<file path="config.mk">
export PLATFORM = sky130hd
export DESIGN_NAME = xclock_set_ctrl
export DESIGN_NICKNAME = d
export VERILOG_FILES = /design/src/rtl/xclock_set_ctrl.sv
export SDC_FILE = /design/constraint.sdc
export NUM_CORES = 1
export LEC_CHECK = 0
export CAP_MARGIN = 20
export CORE_MARGIN = 10
export CORE_UTILIZATION = 45
export DETAILED_ROUTE_END_ITERATION = 10
export GPL_ROUTABILITY_DRIVEN = 0
export PLACE_DENSITY = 0.84
export SLEW_MARGIN = 20
export SYNTH_ARGS = -nofsm -noshare
export SYNTH_HDL_FRONTEND = slang
export SYNTH_SLANG_ARGS = --single-unit
export TNS_END_PERCENT = 30
</file>
<file path="constraint.sdc">
create_clock -name clk -period 5.95 [get_ports clk]
set_input_delay 0.8925 -clock clk [delete_from_list [all_inputs] [get_ports clk]]
set_output_delay 0.8925 -clock clk [all_outputs]
set_load 0.05 [all_outputs]
</file>
<file path="src/rtl/xclock_set_ctrl.sv">
// Time-setting controller for the BCD clock core (8 nibbles, addr 0..7).
// Turns four debounced button levels into freeze / select / inc-dec / resume
// write sequences on the core's en/load/addr/d bus, and drives a blink mask.
// Optional build macro: XSET_AUTOREP_EN enables hold-to-repeat on inc/dec.
module xclock_set_ctrl #(
    parameter int unsigned REP_DLY = 25_000_000,
    parameter int unsigned REP_PER = 5_000_000
) (
    input  logic        clk,
    input  logic        reset_n,
    input  logic        btn_mode,
    input  logic        btn_next,
    input  logic        btn_inc,
    input  logic        btn_dec,
    input  logic [31:0] q,
    input  logic        p_secflash,
    output logic        clk_en,
    output logic        load,
    output logic [3:0]  addr,
    output logic [3:0]  d,
    output logic        editing,
    output logic [7:0]  blink_mask
);

    typedef enum logic [2:0] {
        RUN, EDIT, CALC, WR, FIX, SETTLE, CLR0, CLR1
    } state_t;

    state_t      state, state_nxt;
    logic [2:0]  sel, sel_nxt;
    logic        op_dec, op_dec_nxt;
    logic [3:0]  addr_nxt, d_nxt;

    logic btn_mode_q, btn_next_q, btn_inc_q, btn_dec_q;
    logic ev_mode, ev_next, ev_inc, ev_dec;
    logic rep_inc, rep_dec;
    logic take_mode, take_next, take_inc, take_dec;

    logic [3:0] cur, max_val, calc_val;

    // Previous button levels for rising-edge detection
    always_ff @(posedge clk or negedge reset_n) begin
        if (!reset_n) begin
            btn_mode_q <= 1'b0;
            btn_next_q <= 1'b0;
            btn_inc_q  <= 1'b0;
            btn_dec_q  <= 1'b0;
        end else begin
            btn_mode_q <= btn_mode;
            btn_next_q <= btn_next;
            btn_inc_q  <= btn_inc;
            btn_dec_q  <= btn_dec;
        end
    end

    assign ev_mode = btn_mode & ~btn_mode_q;
    assign ev_next = btn_next & ~btn_next_q;
    assign ev_inc  = btn_inc  & ~btn_inc_q;
    assign ev_dec  = btn_dec  & ~btn_dec_q;

`ifdef XSET_AUTOREP_EN
    localparam int unsigned REP_MAX = (REP_DLY > REP_PER) ? REP_DLY : REP_PER;
    localparam int unsigned CW      = $clog2(REP_MAX + 1);

    logic [CW-1:0] rep_cnt;
    logic          rep_armed;
    logic          rep_hit, rep_clr, rep_fire;

    // Counter keeps running through CALC/WR/SETTLE so the repeat period is
    // measured from the button, not from the return to EDIT.
    assign rep_hit  = rep_armed ? (rep_cnt == CW'(REP_PER)) : (rep_cnt == CW'(REP_DLY));
    assign rep_clr  = ~(btn_inc | btn_dec) | ev_mode | ev_next |
                      (state == RUN) | (state == CLR0) | (state == CLR1);
    assign rep_fire = rep_hit & ~rep_clr & ~(ev_inc | ev_dec) & (state == EDIT);
    assign rep_inc  = rep_fire & btn_inc;
    assign rep_dec  = rep_fire & ~btn_inc & btn_dec;

    // Hold-time counter: first repeat after REP_DLY, then every REP_PER
    always_ff @(posedge clk or negedge reset_n) begin
        if (!reset_n) begin
            rep_cnt   <= '0;
            rep_armed <= 1'b0;
        end else if (rep_clr) begin
            rep_cnt   <= '0;
            rep_armed <= 1'b0;
        end else if (ev_inc | ev_dec) begin
            rep_cnt   <= CW'(1);
            rep_armed <= 1'b0;
        end else if (rep_hit) begin
            rep_cnt   <= CW'(1);
            rep_armed <= 1'b1;
        end else begin
            rep_cnt   <= rep_cnt + CW'(1);
        end
    end
`else
    // Parameters stay referenced so the port/parameter list is build-invariant
    localparam bit REP_NONE = (REP_DLY == 0) && (REP_PER == 0);
    assign rep_inc = REP_NONE & 1'b0;
    assign rep_dec = REP_NONE & 1'b0;
`endif

    assign take_mode = ev_mode;
    assign take_next = ~ev_mode & ev_next;
    assign take_inc  = ~ev_mode & ~ev_next & (ev_inc | rep_inc);
    assign take_dec  = ~ev_mode & ~ev_next & ~(ev_inc | rep_inc) & (ev_dec | rep_dec);

    assign cur = q[{sel, 2'b00} +: 4];

    // Per-digit BCD upper limit and the wrapped inc/dec result
    always_comb begin
        max_val = 4'd9;
        case (sel)
            3'd3, 3'd5: max_val = 4'd5;
            3'd6:       max_val = (q[31:28] == 4'd2) ? 4'd3 : 4'd9;
            3'd7:       max_val = 4'd2;
            default:    max_val = 4'd9;
        endcase
        if (op_dec)
            calc_val = ((cur == 4'd0) || (cur > max_val)) ? max_val : cur - 4'd1;
        else
            calc_val = (cur >= max_val) ? 4'd0 : cur + 4'd1;
    end

    // State, selected digit and write-bus registers
    always_ff @(posedge clk or negedge reset_n) begin
        if (!reset_n) begin
            state  <= RUN;
            sel    <= 3'd7;
            op_dec <= 1'b0;
            addr   <= '0;
            d      <= '0;
        end else begin
            state  <= state_nxt;
            sel    <= sel_nxt;
            op_dec <= op_dec_nxt;
            addr   <= addr_nxt;
            d      <= d_nxt;
        end
    end

    // Next-state logic; addr/d are set one state ahead of the load pulse
    always_comb begin
        state_nxt  = state;
        sel_nxt    = sel;
        op_dec_nxt = op_dec;
        addr_nxt   = addr;
        d_nxt      = d;
        case (state)
            RUN: begin
                if (ev_mode) begin
                    state_nxt = EDIT;
                    sel_nxt   = 3'd7;
                end
            end
            EDIT: begin
                if (take_mode) begin
                    state_nxt = CLR0;
                    addr_nxt  = 4'd0;
                    d_nxt     = 4'd0;
                end else if (take_next) begin
                    sel_nxt = (sel == 3'd2) ? 3'd7 : sel - 3'd1;
                end else if (take_inc) begin
                    state_nxt  = CALC;
                    op_dec_nxt = 1'b0;
                end else if (take_dec) begin
                    state_nxt  = CALC;
                    op_dec_nxt = 1'b1;
                end
            end
            CALC: begin
                state_nxt = WR;
                addr_nxt  = {1'b0, sel};
                d_nxt     = calc_val;
            end
            WR: begin
                if ((sel == 3'd7) && (d == 4'd2) && (q[27:24] > 4'd3)) begin
                    state_nxt = FIX;
                    addr_nxt  = 4'd6;
                    d_nxt     = 4'd3;
                end else begin
                    state_nxt = SETTLE;
                end
            end
            FIX:    state_nxt = SETTLE;
            SETTLE: state_nxt = EDIT;
            CLR0: begin
                state_nxt = CLR1;
                addr_nxt  = 4'd1;
                d_nxt     = 4'd0;
            end
            CLR1:    state_nxt = RUN;
            default: state_nxt = RUN;
        endcase
    end

    assign clk_en     = (state == RUN);
    assign load       = (state == WR) || (state == FIX) || (state == CLR0) || (state == CLR1);
    assign editing    = (state != RUN);
    assign blink_mask = editing ? ((8'b1 << sel) & {8{p_secflash}}) : 8'h00;

endmodule

</file>
==> results of run 1 <==
==> placed cells by master (no fill, tap or decap), types with 2 or more instances in the layout <==
master           synthesis  routed
ha_1                    11      11
o31ai_1                  2       2
a32oi_1                  3       3
o2bb2ai_1                3       3
nor3_1                   3       3
nand2b_1                 2       2
a21o_1                   3       3
nor3b_1                  3       3
o211ai_1                 2       2
nor2_1                  11      11
nand2_1                 18      18
o21ai_0                  4       4
clkdlybuf4s50_1          0      56
inv_2                    8       8
and3_1                   8       8
dfrtp_1                 15      15
nor2b_1                  5       5
clkbuf_4                 0       3
dfstp_2                  3       3
mux4_2                   8       8
inv_1                    5       5
a41o_1                   2       2
a21oi_1                 10      10
a31oi_1                  2       2
o21ai_1                  5       5
mux2i_4                  4       4
==> layer usage <==
| metal | part of all wire [%] | vias up |
|---|---|---|
| met2 | 43 | 75 |
| met1 | 47 | 724 |
| met5 | 0 | - |
| li1 | - | 743 |
| met3 | 9.9 | 5 |
| met4 | 0.82 | 0 |
==> power groups by stage <==
stage	logic [mW]	clock network, mW	registers (mW)
2_1_floorplan	0.712	0	0.261
3_3_place_gp	0.931	0	0.261
3_5_place_dp	0.944	0	0.262
4_1_cts	0.949	0.0646	0.260
5_1_grt	1.05	0.0715	0.272
6_report	0.952	0.0630	0.261
==> stage by stage <==
stage / power (mW) / cell area, um2 / setup WS [ps] / std cells
after floorplan: 0.9730 / 1617 / 2679 / 170
after global placement: 1.192 / 2195 / 2126 / 265
after detailed placement: 1.206 / 2195 / 2077 / 265
after CTS: 1.274 / 2221 / 2295 / 269
after global routing: 1.395 / 2221 / 2169 / 269
final: 1.276 / 2221 / 2290 / 269
==> worst register-to-register path: stages (launching register included) <==
cell	delay (ps)
dfstp_2	700
mux4_2	580
mux2i_4	220
inv_2	80
ha_1	300
nor2b_1	130
o211ai_1	320
a21o_1	260
nand2_1	120
mux2_1	330
a31o_1	210
==> path summary, 6_finish.rpt <==
kind	end	depth (start not counted)	slack [ps]
hold / removal	addr[2]	2	490
setup / recovery	blink_mask[3]	4	2290
min in group asynchronous	state[2]	1	1050
hold reg to reg	addr[2]	2	490
setup reg to reg	d[0]	10	2610
max in group asynchronous	op_dec	1	4410
==> area by class of cell <==
| type | instances | share of cell area, % |
|---|---|---|
| Clock buffer | 4 | 1.183 |
| Inverter | 14 | 2.366 |
| Multi-Input combinational cell | 131 | 48.17 |
| Sequential cell | 18 | 20.45 |
| Tap cell | 46 | 2.592 |
| Timing Repair Buffer | 56 | 25.24 |
==> kinds of logic (layout without fill, tap and decap cells) <==
| family | count (synthesis) | in the layout | share of synthesized area [%] |
|---|---|---|---|
| adder cells (fa/ha/maj) | 11 | 11 | 8.514 |
| AND/OR/NAND/NOR | 59 | 59 | 19.12 |
| other | 1 | 1 | 0.2320 |
| multiplexers | 14 | 14 | 18.03 |
| buffers and inverters | 21 | 74 | 5.728 |
| flip-flops | 18 | 18 | 28.10 |
| AO/OA/AOI/OAI | 44 | 44 | 19.20 |
| XOR/XNOR | 2 | 2 | 1.084 |
==> state kept, by name (all words and copies together), names as in the netlist <==
signal and cells:
d 4, addr 3, sel 3, state 3
btn_dec_q 1, btn_inc_q 1, btn_mode_q 1, btn_next_q 1
op_dec 1
==> impl_metrics.yaml, run 1 <==
floorplanning:
  start_util_pct: 47.33
  core-area_mm2: 0.003416
  rows: 21
  die_y_um: 79.94
  num_io_pins: 58
  die_x_um: 79.94
  fp.dieArea_mm2: 0.006390
clock_network:
  worstSkewPairLatency_ps: 290
  post-cts-setup-buffer-count: 0
  cts_buffer_depth: 2
  htree_levels: 1
  cts_resized: 0
  clock_sinks: 18
  clk_pin_slew_ps: 100
  cts_tree: "yes"
  root_buffer: "clkbuf_4"
  numCtsBuffers: 3
  cts_hold_buf: 0
pwr:
  power_density_mw_per_mm2: 574.4
  comb_power_share_pct: 74.6
  power_frac_seq_pct: 20.4
  p_sw_mw: 0.6859
  internal-power_mw: 0.5898
  p_leak_nw: 0.9457
  p_clk_share_pct: 4.9
  ir_drop_mv: 0.3678
  p_sw_share_pct: 53.77
global_route:
  grtUsageMet2_pct: 21.99
  use_met3_pct: 3.604
  grt_pass1_vias: 1545
  grt_busiest_layer: "met2"
  grt_pass1_wl_um: 7638
  grt_antenna_before_repair: 0
  grt_use_met1_pct: 20.84
  grt_overflow: 0
  grt_max_degree: 22
  grt_usage_pct: 14.78
timing:
  tns_ps: 0
  worstMarginPinSlew_ps: 788.6
  drv_slew: 0
  rsz0062_at_grt: "false"
  relSlewSlack_pct: 47.26
  max_freq_mhz: 273.2
  hold_violations: 0
  min_period_ps: 3660
  setup_viol: 0
  clock_skew_ps: 4.254
  period_share_pct: 61.52
  fin_hold_ws_ps: 490.9
cells_and_area:
  syn2layout_area_growth_pct: 37.38
  final_net_count: 274
  drive_gt1_share_pct: 12.56
  antenna_cells: 0
  seqCellArea_um2: 454.2
  fill_cells: 294
  postLayoutCoreUtil_pct: 65.02
  multi_input_area_mm2: 0.001070
setup_path:
  critPathBufInv: 2
  rr_startpoint: "sel[1]"
  critical_path.startpoint_type: "primary input"
  crit_type: "primary input to output port"
  path_max_fanout: 8
  crit_path_end_kind: "output port"
  crit_family: "buffers and inverters"
  cp_common_cell: "clkdlybuf4s50_1"
  critPathSlowestCell: "clkdlybuf4s50_1"
  cp.required_ps: 5060
  startpoint: "p_secflash"
  cpPeakStageDelay_ps: 810
  crit_arrival_ps: 2770
  crit_chain: "clkdlybuf4s50_1 -> nor2b_1 -> and3_1 -> clkdlybuf4s50_1"
synth:
  synth-seq-cells: 18
  synthesis.nets: 220
  ys_types: 52
  yosysTopAreaCellShare_pct: 23.22
  synth_cells: 170
  synthMostInstantiatedCell: "nand2_1"
  ys_seq_area_share_pct: 28.10
  synth_largest_area_cell: "dfrtp_1"
  synth-edff-count: 0
  synth_common_cells: "nand2_1, dfrtp_1, ha_1, nor2_1, a21oi_1"
  syn_avg_cell_area_um2: 9.509
  synth_warnings: 0
  synthArstFlopShare_pct: 100.0
  synth_top_flop_cell: "dfrtp_1"
  synthTopCellsByArea: "dfrtp_1, mux4_2, ha_1, mux2i_4, dfstp_2"
  syn_area_mm2: 0.001617
placement:
  io_buffers: 56
  hpwl_um: 3754
flow_run:
  cap_violations: 0
min_path:
  holdCritStartpoint: "addr[2]"
  holdCritPathClass: "flop to flop"
drt:
  first_iter_violations: 157
  vias_per_cell: 5.751
  vias: 1547
  wl_um: 4616
  final_antenna_net_count: 0
  drcViolationCount: 0
  routedWlPerCell_um: 17.16
  firstDrtPassIters: 4
outcome:
  status: "finished, final reports clean"
Power figures use the tool's default switching activity.
==> run 2: changes to the inputs <==
CORE_UTILIZATION = 41   (was 45)
PLACE_DENSITY = 0.81   (was 0.84)
clock period = 3.1 ns   (was 5.95 ns; I/O delays follow)
==> impl_metrics.yaml, run 2 (synthesized netlist as in run 1, its figures left out) <==
cells_and_area:
  largest_reg_flops: 4
  final_area_mm2: 0.002372
  fill_cells: 330
  top_register: "d"
  antenna_cells: 0
  drive_gt1_share_pct: 23.24
  final_net_count: 292
  syn2layout_area_growth_pct: 46.75
  mostFrequentLayoutCells: "clkdlybuf4s50_1, buf_4, nand2_1"
  final_common_cell: "clkdlybuf4s50_1"
  postLayoutCoreUtil_pct: 63.37
timing:
  relSlewSlack_pct: 47.18
  max_freq_mhz: 338.8
  min_period_ps: 2952
  drv_slew: 0
  hold_violations: 0
  fin_hold_ws_ps: 493.5
  setup_viol: 0
  worstMarginPinSlew_ps: 789.8
  clock_skew_ps: 6.060
  period_share_pct: 95.22
placement:
  hpwl_um: 4022
  io_buffers: 56
  dpl_cell_area_mm2: 0.002297
global_route:
  grt_max_degree: 19
  grt_pass1_vias: 1706
  grt_usage_pct: 14.20
  grt_pass1_wl_um: 7803
  grt_antenna_before_repair: 0
  grt_overflow: 0
drt:
  firstDrtPassIters: 4
  routedWlPerCell_um: 17.03
  final_antenna_net_count: 0
  first_iter_violations: 101
  vias: 1629
  wl_um: 4921
  vias_per_cell: 5.637
  drcViolationCount: 0
setup_path:
  cpPeakStageDelay_ps: 680
  path_max_fanout: 9
  crit_type: "flop to flop"
  cp.required_ps: 3250
  critical_path.startpoint_type: "flop"
  startpoint: "sel[0]"
  crit_chain: "mux4_2 -> mux2i_4 -> inv_1 -> ha_1 -> and4_1 -> a21o_1 -> nand2_1 -> mux2_1 -> a31o_1"
  crit_arrival_ps: 3100
  rr_startpoint: "sel[0]"
  critPathSlowestCell: "dfstp_2"
  crit_path_end_kind: "flop"
floorplanning:
  fp.dieArea_mm2: 0.006854
  core-area_mm2: 0.003744
  die_x_um: 82.79
  start_util_pct: 43.18
  rows: 22
  num_io_pins: 58
  die_y_um: 82.79
clock_network:
  root_buffer: "clkbuf_8"
  cts_tree: "yes"
  worstSkewPairLatency_ps: 260
  numCtsBuffers: 3
  htree_levels: 1
  clock_sinks: 18
  clk_pin_slew_ps: 70
  cts_buffer_depth: 2
pwr:
  p_leak_nw: 1.063
  power_density_mw_per_mm2: 1202
  ir_drop_mv: 0.7302
min_path:
  holdCritStartpoint: "addr[2]"
  holdCritPathClass: "flop to flop"
outcome:
  status: "finished, final reports clean"
flow_run:
  cap_violations: 0
==> run 2: changes by cell type in the layout (fill, tap and decap cells not counted), sizes merged <==
cell	previous run	this run
buf	0	26
clkdlybuf4s50	56	48
==> run 2: area by class of cell <==
| type | count | area, um2 | share of cell area, % |
|---|---|---|---|
| clock buffer | 4 | 55.05 | 2.321 |
| inverter | 14 | 52.55 | 2.215 |
| multi-input combinational | 131 | 1075 | 45.31 |
| sequential | 18 | 454.2 | 19.15 |
| tap | 48 | 60.06 | 2.532 |
| timing repair buffer | 74 | 675.6 | 28.48 |
==> run 2: critical path, delay by kind of cell (launching register included) <==
family / cells / cell delay (ps)
simple gates: 2 / 290
mux: 3 / 1080
fa+ha+maj: 1 / 330
flops: 1 / 680
compound gates: 2 / 370
buf+inv: 1 / 90
==> run 2: path summary, 6_finish.rpt <==
path / end / slack, ps / depth (start not counted)
max: d[0] / 150 / 9
min: addr[2] / 490 / 2
max reg2reg: d[0] / 150 / 9
min reg2reg: addr[2] / 490 / 2
max in group asynchronous: state[1] / 1940 / 1
min in group asynchronous: state[0] / 670 / 1
==> run 2: metal layers <==
layer / routed length, um / track usage [%] / share of wire [%] / vias to the layer above
met5: 0 / 0 / 0 / -
met4: 73 / 5.017 / 1.5 / 0
met3: 371 / 3.125 / 7.5 / 7
met2: 2372 / 24.92 / 48 / 67
met1: 2103 / 16.56 / 43 / 777
li1: - / - / - / 778
==> run 2: through the flow <==
stage | TNS (ps) | std cells | worst slack, ps | total power, mW
global placement | -113.1 | 283 | -63.18 | 2.560
global route | -1.483 | 289 | -1.483 | 3.078
floorplan | 0 | 170 | 7.817 | 1.872
detailed placement | -263.2 | 283 | -136.7 | 2.612
finish | 0 | 289 | 148.2 | 2.851
CTS | 0 | 287 | 114.9 | 2.817
==> run 2: timing repair <==
item                                    CTS  global route
gates resized for setup                   0             2
hold buffers                              0             0
setup buffers                             0             2
endpoints found under the setup margin    0             2
==> run 2: power breakdown <==
| part | switching [mW] | total [mW] | internal, mW |
|---|---|---|---|
| clock network | 0.0771 | 0.190 | 0.113 |
| logic | 1.19 | 2.18 | 0.997 |
| registers | 0.145 | 0.477 | 0.332 |
| total | 1.41 | 2.85 | 1.44 |
==> run 3: changes to the inputs <==
SKIP_LAST_GASP = 1   (was default)
==> results of run 3 <==
The final DEF is identical to that of run 2; final timing and power are the same.
==> patch 1, RTL diff (settings of run 1) <==
Add an input register stage for `btn_mode`, without a reset; this delays it by one clock. The other inputs are not delayed to match.
--- a/src/rtl/xclock_set_ctrl.sv
+++ b/src/rtl/xclock_set_ctrl.sv
@@ -26,6 +26,12 @@
         RUN, EDIT, CALC, WR, FIX, SETTLE, CLR0, CLR1
     } state_t;
 
+    logic btn_mode_r;
+
+    always_ff @(posedge clk) begin
+        btn_mode_r <= btn_mode;
+    end
+
     state_t      state, state_nxt;
     logic [2:0]  sel, sel_nxt;
     logic        op_dec, op_dec_nxt;
@@ -46,14 +52,14 @@
             btn_inc_q  <= 1'b0;
             btn_dec_q  <= 1'b0;
         end else begin
-            btn_mode_q <= btn_mode;
+            btn_mode_q <= btn_mode_r;
             btn_next_q <= btn_next;
             btn_inc_q  <= btn_inc;
             btn_dec_q  <= btn_dec;
         end
     end
 
-    assign ev_mode = btn_mode & ~btn_mode_q;
+    assign ev_mode = btn_mode_r & ~btn_mode_q;
     assign ev_next = btn_next & ~btn_next_q;
     assign ev_inc  = btn_inc  & ~btn_inc_q;
     assign ev_dec  = btn_dec  & ~btn_dec_q;
Behaviour: not the same (a bounded check fails within 4 cycles, from zero or initial values and one cycle with reset_n low).
==> patch 1 against run 1 <==
Power is 6.2% higher. Critical path type is now input pin to flip-flop. Clock power is 37% higher. Combinational power is 6% higher. Largest power group unchanged. Sequential cell count is 1 higher. Synthesized area is 4.3% higher. Cell area is 3.0% higher. Routed wire length is 1.3% lower. Largest cell class unchanged. Critical path depth is 7 higher. Worst setup slack worse by 70 ps.
==> patch 1: results <==
[cts]
clockRootBuffer = "clkbuf_8"
clk_pin_slew_worst_paths_ps = 60
clk_latency_ps = 250

[cells_and_area]
nFillCells = 317
seqCellArea_sq_um = 474
drive_gt1_share_pct = 11.0

[synthesis]
synth_area_leaders = "dfrtp_1 (22%), ha_1 (8.2%), mux4_2 (6.7%), dfstp_2 (4.7%), mux4_1 (4.7%)"
synthTopCellsByCount = "nand2_1 (21), dfrtp_1 (15), inv_1 (12), nor2_1 (12)"
synth_mux_area_share_pct = 18.0
async_reset_ff_share_pct = 94.7
synth-adder-area-share_pct = 8.17
synth-xor-area-share_pct = 1.04

[drt]
drt_iter0_markers = 57
routedWlPerCell_um = 16.6
route.detailed.vias_per_inst = 5.44

[power]
leakage_nw = 1.00
ir_worst_vdd_v = 0.000290

[run_status]
outcome = "finished, final reports clean"

[setup_path]
worstPathArrival_ps = 3920
crit_start = "q[10]"
cp_max_fo = 7
cpMaxStageDelayCell = "mux4_1"
slowest_delay_ps = 560
rr_startpoint = "sel[0]"
path_delay_family = "multiplexers"

[grt]
grt_pass1_wl_mm = 7.79
grt_max_degree = 19

[sta]
finClkSkew_ps = 1.34
worstMarginPinSlew_ps = 781

[place]
dp_hpwl_mm = 3.86
place_area_sq_um = 2240

[hold_path]
hp-start = "btn_mode_r"
==> patch 1: metal layers <==
metal | share of wire [%] | track usage (%) | vias up
met4 | 1.1 | 2.25 | 0
met1 | 41 | 17.8 | 720
li1 | - | - | 739
met5 | 0 | 0 | -
met3 | 4.9 | 3.64 | 7
met2 | 53 | 26.6 | 30
==> patch 1: area by class of cell <==
cell class	count	area share, %
timing repair buffer	56	24.5
clock buffer	4	1.97
multi-input combinational	134	47.3
tap	48	2.63
sequential	19	20.7
inverter	14	2.90
==> patch 1: final timing paths <==
path	end	cells past startpoint	slack, ps
worst max register to register	d[0]	10	2400
max in group asynchronous	d[1]	1	4370
worst max-delay path	d[0]	11	2220
min in group asynchronous	d[3]	1	1090
worst min register to register	btn_mode_q	0	360
worst min-delay path	btn_mode_q	0	360
==> patch 1: where the power goes <==
part	switching [W]	internal, W
sequential	0.0000790	0.000183
clock	0.0000390	0.0000475
combinational	0.000582	0.000425
total	0.000700	0.000655
==> patch 1: through the flow <==
step | power (W) | instances | hold WS (ps) | worst slack, ps
final | 0.00136 | 275 | 363 | 2220
after detailed placement | 0.00127 | 271 | 357 | 1960
after CTS | 0.00136 | 275 | 367 | 2220
after global routing | 0.00148 | 275 | 375 | 2080
after global placement | 0.00124 | 271 | 348 | 2040
after floorplan | 0.00104 | 174 | 341 | 2580
==> patch 1: logic make-up (layout without fill, tap and decap cells) <==
kind of cell / after synthesis / after routing
compound gates: 38 / 38
simple gates: 67 / 67
xor+xnor: 2 / 2
buf+inv: 21 / 74
other cells: 1 / 1
flops: 19 / 19
mux: 15 / 15
fa+ha+maj: 11 / 11
==> patch 2, RTL diff (config.mk and constraints of run 1) <==
Without the edit above. Add a define of `XSET_AUTOREP_EN`.
--- a/src/rtl/xclock_set_ctrl.sv
+++ b/src/rtl/xclock_set_ctrl.sv
@@ -2,6 +2,8 @@
 // Turns four debounced button levels into freeze / select / inc-dec / resume
 // write sequences on the core's en/load/addr/d bus, and drives a blink mask.
 // Optional build macro: XSET_AUTOREP_EN enables hold-to-repeat on inc/dec.
+`define XSET_AUTOREP_EN
+
 module xclock_set_ctrl #(
     parameter int unsigned REP_DLY = 25_000_000,
     parameter int unsigned REP_PER = 5_000_000
Check against the original RTL: no difference found for any inputs over 10 cycles, from zero or initial values and one cycle with reset_n low; that may be too few to reach the edited logic, so the function may still have changed.
==> patch 2 against run 1 <==
Cell area grew 66%. First-iteration DRC count increased by 0.64%. Synthesized area increased by 84%. Worst setup slack got worse by 170 ps. Largest power group unchanged. Routed wire length rose by 65%. Power increased by 24%. Sequential cell count is 26 higher.
==> patch 2: results <==
[cts]
clk_latency_ps = 310
cts_buffers = 5
clockRootBuffer = "clkbuf_8"
ctsHtreeMaxLevel = 2
clk_pin_slew_worst_paths_ps = 80

[drt]
wl_met2_mm = 4.00
wl_mm = 7.62
wl_met1_mm = 2.99
wl_met3_um = 554
vias = 2625

[grt]
use_met2_pct = 27.9
grt_max_degree = 45
grt_util_met3_pct = 5.17
grtUsageTotal_pct = 15.7
grt_pass1_wl_mm = 13.4
grt_util_met1_pct = 17.7

[run_status]
outcome = "finished, final reports clean"

[cells_and_area]
drive_gt1_share_pct = 6.97
nFillCells = 561

[synthesis]
synth_mux_area_share_pct = 8.55
ys_seq_area_share_pct = 37.2
yosysUniqueCellTypes = 60
syn_nets = 372
synthTopCellsByCount = "dfrtp_1 (41), nor2_1 (35), nand2_1 (24), inv_1 (20), nand3_1 (15)"
synth-adder-area-share_pct = 5.48
synth-xor-area-share_pct = 7.08
synth_area_leaders = "dfrtp_1 (35%), mux4_2 (6.1%), ha_1 (5.5%), nor2_1 (4.4%), xor2_1 (3.8%)"

[place]
place_area_sq_um = 3570

[setup_path]
cp_max_fo = 7
slowest_delay_ps = 480
setup.worst_path.end = "d[2]"
path_delay_family = "compound AO/OA/AOI/OAI gates"
crit_start = "q[23]"
r2r_setup_slack_ps = 2350
ff2ff_path_depth = 9

[sta]
worstMarginPinSlew_ps = 959
finClkSkew_ps = 12.2

[power]
leakage_nw = 1.54
-- patch 2: logic make-up (layout without fill, tap and decap cells) --
kind of cell,count (synthesis),after routing
compound gates,52,52
xor+xnor,24,24
fa+ha+maj,13,13
buf+inv,32,85
flops,44,44
mux,15,15
other cells,1,1
simple gates,139,139
-- patch 2: cell type report --
| class | count | area (sq um) | area share, % |
|---|---|---|---|
| Multi-Input combinational cell | 244 | 1740 | 47.0 |
| Sequential cell | 44 | 1100 | 29.9 |
| Timing Repair Buffer | 56 | 556 | 15.0 |
| Tap cell | 77 | 96.3 | 2.61 |
| Clock buffer | 6 | 82.6 | 2.24 |
| Inverter | 21 | 78.8 | 2.13 |
| Clock inverter | 2 | 38.8 | 1.05 |
-- patch 2: worst min path at each step --
stage,slack [ps],to,cells past startpoint
3_5_place_dp,510,addr[2],2
2_1_floorplan,510,rep_armed,2
4_1_cts,530,addr[2],2
3_3_place_gp,510,addr[2],2
5_1_grt,560,addr[2],2
6_report,520,addr[2],2
-- patch 2: through the flow --
stage / instances / power [W] / utilization (%) / hold WS, ps / setup slack [ps]
floorplan: 320 / 0.00108 / - / 506 / 2620
global placement: 442 / 0.00129 / 55.9 / 510 / 2070
detailed placement: 442 / 0.00133 / 55.9 / 509 / 1890
CTS: 450 / 0.00157 / 57.8 / 530 / 2200
global route: 450 / 0.00169 / 57.8 / 558 / 1970
finish: 450 / 0.00158 / 57.8 / 522 / 2120
-- patch 2: power by group --
part           internal, W  total, W  switching (W)  leakage (nW)
Combinational     0.000356  0.000894       0.000538         0.903
Sequential        0.000350  0.000439      0.0000888         0.573
Clock             0.000137  0.000243       0.000106        0.0614
Total             0.000844   0.00158       0.000733          1.54
